$ cat src/rtl/pc_gen_if.sv
`default_nettype none
// ============================================================================
//  Module      : pc_gen_if
//  Description : Control/status bundle between the fetch-address generator
//                and the pipeline/instruction-memory logic around it.
//                slave  : the PC generator (consumes controls, drives PC).
//                master : the surrounding core / testbench.
//  Ports       : stall, halt_req, trap_en/trap_addr, redirect_en/
//                redirect_addr, inst_is_c, fetch_ready  (master -> slave)
//                pc_out, pc_plus, fetch_valid, misalign_err, bad_addr
//                                                       (slave -> master)
//  Revision    : 1.0  initial release
// ============================================================================
interface pc_gen_if #(
    parameter int XLEN = 32
);
    logic            stall;
    logic            halt_req;
    logic            trap_en;
    logic [XLEN-1:0] trap_addr;
    logic            redirect_en;
    logic [XLEN-1:0] redirect_addr;
    logic            inst_is_c;
    logic            fetch_ready;

    logic [XLEN-1:0] pc_out;
    logic [XLEN-1:0] pc_plus;
    logic            fetch_valid;
    logic            misalign_err;
    logic [XLEN-1:0] bad_addr;

    modport master (
        output stall, halt_req, trap_en, trap_addr, redirect_en,
               redirect_addr, inst_is_c, fetch_ready,
        input  pc_out, pc_plus, fetch_valid, misalign_err, bad_addr
    );

    modport slave (
        input  stall, halt_req, trap_en, trap_addr, redirect_en,
               redirect_addr, inst_is_c, fetch_ready,
        output pc_out, pc_plus, fetch_valid, misalign_err, bad_addr
    );
endinterface
`default_nettype wire

$ cat src/rtl/pc_gen.sv
`default_nettype none
// ============================================================================
//  Module      : pc_gen
//  Description : Program-counter generator. Holds the fetch address and
//                selects the next one each cycle from trap vector, branch/
//                jump target, sequential advance or hold. Three states:
//                BOOT (one idle cycle after reset), RUN (fetching) and
//                HALT (fetch suspended). Misaligned redirect targets are
//                rejected and reported.
//  Ports       : clk, rst (sync, active-high)
//                bus : pc_gen_if.slave (see interface header)
//  Parameters  : XLEN       address width
//                RESET_ADDR PC value after reset
//                IALIGN     16 (compressed, +2 stepping) or 32
//  Revision    : 1.0  initial release
// ============================================================================
module pc_gen #(
    parameter int              XLEN       = 32,
    parameter logic [XLEN-1:0] RESET_ADDR = '0,
    parameter int              IALIGN     = 32
) (
    input  logic     clk,
    input  logic     rst,
    pc_gen_if.slave  bus
);

    // Low address bits that must be zero for a legal instruction address.
    localparam logic [XLEN-1:0] c_align_mask = (IALIGN == 16) ? XLEN'(1) : XLEN'(3);

    typedef enum logic [1:0] {
        ST_BOOT = 2'd0,
        ST_RUN  = 2'd1,
        ST_HALT = 2'd2
    } state_t;

    state_t          r_state;
    state_t          w_state_nxt;
    logic [XLEN-1:0] r_pc;
    logic [XLEN-1:0] w_pc_nxt;
    logic            r_misalign_err;
    logic [XLEN-1:0] r_bad_addr;

    logic [XLEN-1:0] w_step;
    logic [XLEN-1:0] w_pc_adv;
    logic [XLEN-1:0] w_trap_pc;
    logic            w_misaligned;
    logic            w_reject;
    logic            w_fetch_valid;

    // Step size: only an IALIGN=16 build honours the compressed flag.
    generate
        if (IALIGN == 16) begin : g_step_c
            assign w_step = bus.inst_is_c ? XLEN'(2) : XLEN'(4);
        end else begin : g_step_fixed
            assign w_step = XLEN'(4);
        end
    endgenerate

    // Natural modulo-2^XLEN wrap: no carry-out is kept or reported.
    assign w_pc_adv     = r_pc + w_step;
    assign w_trap_pc    = bus.trap_addr & ~c_align_mask;
    assign w_misaligned = |(bus.redirect_addr & c_align_mask);

    always_ff @(posedge clk) begin
        if (rst) begin
            r_state        <= ST_BOOT;
            r_pc           <= RESET_ADDR;
            r_misalign_err <= 1'b0;
            r_bad_addr     <= '0;
        end else begin
            r_state        <= w_state_nxt;
            r_pc           <= w_pc_nxt;
            // Pulse lasts exactly the cycle after the rejected redirect.
            r_misalign_err <= w_reject;
            if (w_reject) begin
                r_bad_addr <= bus.redirect_addr;
            end
        end
    end

    always_comb begin
        w_state_nxt   = r_state;
        w_pc_nxt      = r_pc;
        w_reject      = 1'b0;
        w_fetch_valid = 1'b0;

        case (r_state)
            ST_BOOT: begin
                w_state_nxt = ST_RUN;
            end

            ST_RUN: begin
                w_fetch_valid = 1'b1;
                if (bus.trap_en) begin
                    w_pc_nxt = w_trap_pc;
                end else if (bus.redirect_en) begin
                    // Redirects bypass stall and fetch_ready entirely.
                    if (w_misaligned) begin
                        w_reject = 1'b1;
                    end else begin
                        w_pc_nxt = bus.redirect_addr;
                    end
                end else if (bus.halt_req) begin
                    w_state_nxt = ST_HALT;
                end else if (!bus.stall && bus.fetch_ready) begin
                    w_pc_nxt = w_pc_adv;
                end
            end

            ST_HALT: begin
                // stall has no effect while halted.
                if (bus.trap_en) begin
                    w_pc_nxt    = w_trap_pc;
                    w_state_nxt = ST_RUN;
                end else if (bus.redirect_en) begin
                    // A rejected target keeps the core halted.
                    if (w_misaligned) begin
                        w_reject = 1'b1;
                    end else begin
                        w_pc_nxt    = bus.redirect_addr;
                        w_state_nxt = ST_RUN;
                    end
                end else if (!bus.halt_req) begin
                    w_state_nxt = ST_RUN;
                end
            end

            default: begin
                w_state_nxt = ST_BOOT;
            end
        endcase
    end

    assign bus.pc_out       = r_pc;
    assign bus.pc_plus      = w_pc_adv;
    assign bus.fetch_valid  = w_fetch_valid;
    assign bus.misalign_err = r_misalign_err;
    assign bus.bad_addr     = r_bad_addr;

endmodule
`default_nettype wire

$ cat src/flat_wrapper.sv
// flat-port wrapper written by rule: the top's interface ports become plain ports
module pc_gen_flat 
#(
    parameter int              XLEN       = 32,
    parameter logic [XLEN-1:0] RESET_ADDR = '0,
    parameter int              IALIGN     = 32
)
  (clk, rst, bus_stall, bus_halt_req, bus_trap_en, bus_trap_addr, bus_redirect_en, bus_redirect_addr, bus_inst_is_c, bus_fetch_ready, bus_pc_out, bus_pc_plus, bus_fetch_valid, bus_misalign_err, bus_bad_addr);
  pc_gen_if #(.XLEN(XLEN)) bus_i ();
  input  logic clk;
  input  logic rst;
  input wire logic [$bits(bus_i.stall)-1:0] bus_stall;
  input wire logic [$bits(bus_i.halt_req)-1:0] bus_halt_req;
  input wire logic [$bits(bus_i.trap_en)-1:0] bus_trap_en;
  input wire logic [$bits(bus_i.trap_addr)-1:0] bus_trap_addr;
  input wire logic [$bits(bus_i.redirect_en)-1:0] bus_redirect_en;
  input wire logic [$bits(bus_i.redirect_addr)-1:0] bus_redirect_addr;
  input wire logic [$bits(bus_i.inst_is_c)-1:0] bus_inst_is_c;
  input wire logic [$bits(bus_i.fetch_ready)-1:0] bus_fetch_ready;
  output wire logic [$bits(bus_i.pc_out)-1:0] bus_pc_out;
  output wire logic [$bits(bus_i.pc_plus)-1:0] bus_pc_plus;
  output wire logic [$bits(bus_i.fetch_valid)-1:0] bus_fetch_valid;
  output wire logic [$bits(bus_i.misalign_err)-1:0] bus_misalign_err;
  output wire logic [$bits(bus_i.bad_addr)-1:0] bus_bad_addr;
  assign bus_i.stall = bus_stall;
  assign bus_i.halt_req = bus_halt_req;
  assign bus_i.trap_en = bus_trap_en;
  assign bus_i.trap_addr = bus_trap_addr;
  assign bus_i.redirect_en = bus_redirect_en;
  assign bus_i.redirect_addr = bus_redirect_addr;
  assign bus_i.inst_is_c = bus_inst_is_c;
  assign bus_i.fetch_ready = bus_fetch_ready;
  assign bus_pc_out = bus_i.pc_out;
  assign bus_pc_plus = bus_i.pc_plus;
  assign bus_fetch_valid = bus_i.fetch_valid;
  assign bus_misalign_err = bus_i.misalign_err;
  assign bus_bad_addr = bus_i.bad_addr;
  pc_gen #(.XLEN(XLEN), .RESET_ADDR(RESET_ADDR), .IALIGN(IALIGN)) u_core (.clk(clk), .rst(rst), .bus(bus_i));
endmodule
$ cat config.mk
export PLATFORM = sky130hd
export DESIGN_NAME = pc_gen_flat
export DESIGN_NICKNAME = d
export VERILOG_FILES = /design/src/rtl/pc_gen_if.sv /design/src/rtl/pc_gen.sv /design/src/flat_wrapper.sv
export SDC_FILE = /design/constraint.sdc
export NUM_CORES = 1
export LEC_CHECK = 0
export CORE_ASPECT_RATIO = 1.75
export CORE_MARGIN = 1
export CORE_UTILIZATION = 44
export DETAILED_ROUTE_END_ITERATION = 7
export HOLD_SLACK_MARGIN = 0.08
export PLACE_DENSITY_LB_ADDON = 0.05
export SLEW_MARGIN = 20
export SYNTH_ARGS = -nofsm -noshare
export SYNTH_HDL_FRONTEND = slang
export SYNTH_SLANG_ARGS = --single-unit
export TNS_END_PERCENT = 50
$ cat constraint.sdc
create_clock -name clk -period 2.3 [get_ports clk]
set_input_delay 0.46 -clock clk [delete_from_list [all_inputs] [get_ports clk]]
set_output_delay 0.46 -clock clk [all_outputs]
set_load 0.005 [all_outputs]
; ---- Word-level counts from Yosys, hierarchy flattened
; Cells that the tools add are included.
[word_totals]
ff_bits = 67
in_bits = 72
out_inout_bits = 98
wordCells = 44
[op_classes]
n_addsub = 1
n_eq_ne = 10
n_mux = 21
n_reduce_logical = 8
[ops]
columns = cell, n
row1 = 2-to-1 mux 32 bit, 7
row2 = case mux 32 bit (2 select lines), 1
row3 = "adder 32 x 3 -> 32 bit, second input constant", 1
row4 = 2-to-1 mux 2 bit, 7
row5 = "inequality test 4 bit, second input constant", 3
row6 = "inequality test 2 bit, second input constant", 3
row7 = case mux 2 bit (3 select lines), 1
row8 = 2-to-1 mux 1 bit, 5
row9 = AND reduction 5 bit, 1
row10 = "inequality test 4 x 3 -> 1 bit, second input constant", 1
row11 = AND reduction 4 bit, 1
row12 = OR reduction 2 bit, 2
row13 = "inequality test 3 bit, second input constant", 1
row14 = "equality test 2 x 1 -> 1 bit, second input constant", 1
row15 = "equality test 2 bit, second input constant", 1
row16 = zero test 2 bit, 1
row17 = nonzero test 2 bit, 1
row18 = logical AND 1 bit, 1
row19 = zero test 1 bit, 1

; ---- Logic depth before layout (Yosys ltp)
[depth]
ltp_word = 7
depth_mapped = 9
depth_no_buf = 7

; ---- Least setup slack after synthesis
; Ideal clock, no wire load.
[synth_timing]
path_type = register to output
startpoint = register u_core.r_pc[2] (netlist: u_core.bus.pc_out[2])
endpoint = output bus_pc_plus[24]
arrival_time_ns = 1.564
t_required_ns = 1.840
setup_slack_ns = 0.276
stages_incl_launch_ff = 7
path_buffers = 1
path_cell_list = dfxtp_1 > ha_1 > and3_1 > buf_2 > nand3_4 > or4_1 > nand2_1
[synth_via]
elab_chain_cells = 1
[synth_rtl]
columns = element, line_no
row1 = start: declaration, pc_gen.sv:38  ; logic [XLEN-1:0] r_pc;
row2 = start signal: assignment, pc_gen.sv:72  ; r_pc <= w_pc_nxt;
row3 = adder 32 x 3 -> 32 bit, pc_gen.sv:60  ; assign w_pc_adv = r_pc + w_step;
row4 = end: declaration, flat_wrapper.sv:21  ; output wire logic [$bits(bus_i.pc_plus)-1:0] bus_pc_plus;
; Every way passes these cells.

; ---- Worst setup path after layout
[layout_timing]
startpoint = register u_core.r_pc[6] (netlist: u_core.bus.pc_out[6])
endpoint = output bus_pc_plus[11]
; Same word-level chain as after synthesis.

==> flow_summary.yaml <==
outcome:
  status: "finished, violations left"
  violations: "negative setup slack"
floorplanning:
  ioPinCount: 170
  die_h_um: 133
  start_util_pct: 45.5
  die_area_mm2: 0.0103
  rows: 47
  fp.dieW_um: 77.0
  core_area_mm2: 0.00953
grt:
  track_usage_pct: 37.4
  antenna_found_initial: 0
  globalRouteOverflowTotal: 0
  grt_pass1_vias: 5842
  grt_max_degree: 46
  grt_pass1_wl_mm: 29.6
synth:
  synth_flop_cell: "dfxtp_1"
  synthesis.area_mm2: 0.00433
  async_reset_ff_share_pct: 0
  netlist_top_cells_area: "dfxtp_1 (31%), nand2_1 (9.4%), a21oi_1 (7.0%)"
  synth_cell_types: 74
  avgSynthCellArea_um2: 7.48
  yosys_warnings: 0
  syn_nets: 656
  postSynthCellCount: 579
  synth_top_area_share_pct: 31.0
  synth-seq-area-share_pct: 31.0
  synth_top_area_cell: "dfxtp_1"
  ys_ff_latch: 67
  synth_edf_count: 0
place:
  hpwl_mm: 13.4
  portBuffers: 166
  gp_congestion: 0.886
timing:
  grt_setup_unrepaired: "yes"
  fmax_mhz: 393
  setup_slack_ps: -243
  hold-worst-slack_ps: 451
  period_share_pct: 111
  setup-tns-final_ps: -989
  finalCriticalPeriod_ps: 2540
  final_hold_viol_count: 0
  skew_ps: 7.89
  relSlewSlack_pct: 62.0
  tightest_slew_ps: 570
  setup-violations-final: 10
  timing.final.max_slew_violations: 0
layout:
  final_cell_mix: "clkdlybuf4s50_1 (137), buf_4 (114), nand2_1 (108)"
  syn_to_final_growth_pct: 77.6
  antennaDiodeCount: 0
  nFillCells: 636
  layout_commonest_cell: "clkdlybuf4s50_1"
  nets: 917
  drive_gt1_share_pct: 29.6
cts:
  postCtsHoldBufs: 0
  cts_max_path_buffers: 2
  path_clk_slew_ps: 60
  cts-root-buf: "clkbuf_16"
  cts.sinks: 67
  cts_inserted_buffers: 9
  htree_levels: 3
  clock_latency_ps: 340
  cts_tree: "built"
power_and_ir_drop:
  p_int_mw: 4.00
  p_sw_mw: 2.36
  ir_drop_uv: 1250
  powerDensity_mw_per_mm2: 827
  power_frac_comb_pct: 49.5
  p_seq_share_pct: 25.1
  switching_share_pct: 37.1
  leakage_nw: 3.22
  clock_power_share_pct: 25.4
worst_setup_path:
  end_kind: "primary output"
  critPathKind: "register to primary output"
  worstPathArrival_ps: 2080
  required_ps: 1840
  crit_fanout: 5
  crit_path_start_kind: "register"
worst_hold_path:
  hp-class: "register to register"
drt:
  drc: 0
  ant_nets: 0
  wl_per_cell_um: 20.8
  drt_iter0_markers: 433
  wirelength_met1_mm: 6.85
  dr_wl_met3_mm: 1.24
  via_per_inst: 6.07
  routed.top_layer: "met4"
  drt_wl_total_mm: 20.1
  drt_pre_antenna_iters: 5
  dr_wl_met2_mm: 10.3
  vias: 5874
run:
  cap_violations: 0
-- final timing paths --
| check | start | end | slack (ps) | cells past startpoint |
|---|---|---|---|---|
| hold / removal | u_core.bus.bad_addr[27]$_SDFFE_PP0P_ | u_core.bus.bad_addr[27]$_SDFFE_PP0P_ | 450 | 2 |
| setup reg to reg | u_core.bus.pc_out[10]$_SDFFE_PP0P_ | u_core.bus.pc_out[20]$_SDFFE_PP0P_ | 30 | 14 |
| setup / recovery | u_core.bus.pc_out[6]$_SDFFE_PP0P_ | bus_pc_plus[11] | -240 | 6 |
| hold reg to reg | u_core.bus.bad_addr[27]$_SDFFE_PP0P_ | u_core.bus.bad_addr[27]$_SDFFE_PP0P_ | 450 | 2 |
-- synthesized netlist by cell type (10+ instances only) --
cell / number
a21oi_1: 61
o21ai_0: 45
buf_2: 23
o21ai_1: 15
nand3_1: 17
and3_1: 10
dfxtp_1: 67
inv_1: 10
nand2_1: 109
clkbuf_1: 20
nor2_1: 30
xnor2_1: 18
-- through the flow --
stage / cells / utilization [%] / instance area, µm² / power [mW] / setup slack (ps)
floorplan: 579 / - / 4330 / 2.94 / 276
global placement: 913 / 70.0 / 6670 / 4.40 / -161
detailed placement: 913 / 70.0 / 6670 / 4.48 / -184
CTS: 953 / 78.4 / 7470 / 6.17 / -245
global route: 967 / 80.8 / 7700 / 6.65 / -283
finish: 967 / 80.8 / 7700 / 6.37 / -243
-- registers in the layout, summed over array words and instances (netlist names) --
name / flops
u_core.bus.bad_addr: 32
u_core.bus.misalign_err: 1
u_core.bus.pc_out: 32
u_core.r_state: 2
-- repair_timing --
| action | in CTS | in global routing |
|---|---|---|
| cloned | 0 | 0 |
| endpoints found under the hold margin | 0 | 0 |
| pin swaps | 23 | 23 |
| endpoints found under the setup margin | 26 | 32 |
| setup buffers | 24 | 16 |
| gates resized for setup | 140 | 41 |
-- layout make-up --
class | instances | area [µm²] | area share, %
clock buffers | 10 | 229 | 2.97
multi-input cells | 450 | 3090 | 40.1
flip-flops and latches | 67 | 1370 | 17.8
clock inverters | 6 | 113 | 1.46
inverters | 10 | 37.5 | 0.488
repair buffers | 302 | 2710 | 35.2
well taps | 122 | 153 | 1.98
-- power by group through the flow --
stage	clock network, mW	registers, mW	logic, mW
6_report	1.62	1.60	3.15
4_1_cts	1.63	1.60	2.95
5_1_grt	1.68	1.62	3.35
3_5_place_dp	0	1.57	2.92
2_1_floorplan	0	1.60	1.34
3_3_place_gp	0	1.55	2.85
-- worst max-delay path: stages (launching register included) --
cell	delay [ps]
dfxtp_2	380
and4_1	190
buf_4	160
buf_4	150
nand3_2	130
xnor2_2	200
clkdlybuf4s50_1	520
-- logic make-up after synthesis --
kind of cell | share of synthesized area, %
fa+ha+maj | 1.44
xor+xnor | 5.26
compound gates | 27.0
flops | 31.0
mux | 2.86
buf+inv | 6.73
simple gates | 25.8
-- routing by layer --
metal / global-route usage, % / up-vias
met4: 30.8 / 0
met2: 67.3 / 346
li1: - / 2601
met3: 5.89 / 113
met1: 37.1 / 2814
met5: 0 / -
Note: power is estimated with default switching activity, not from simulation.
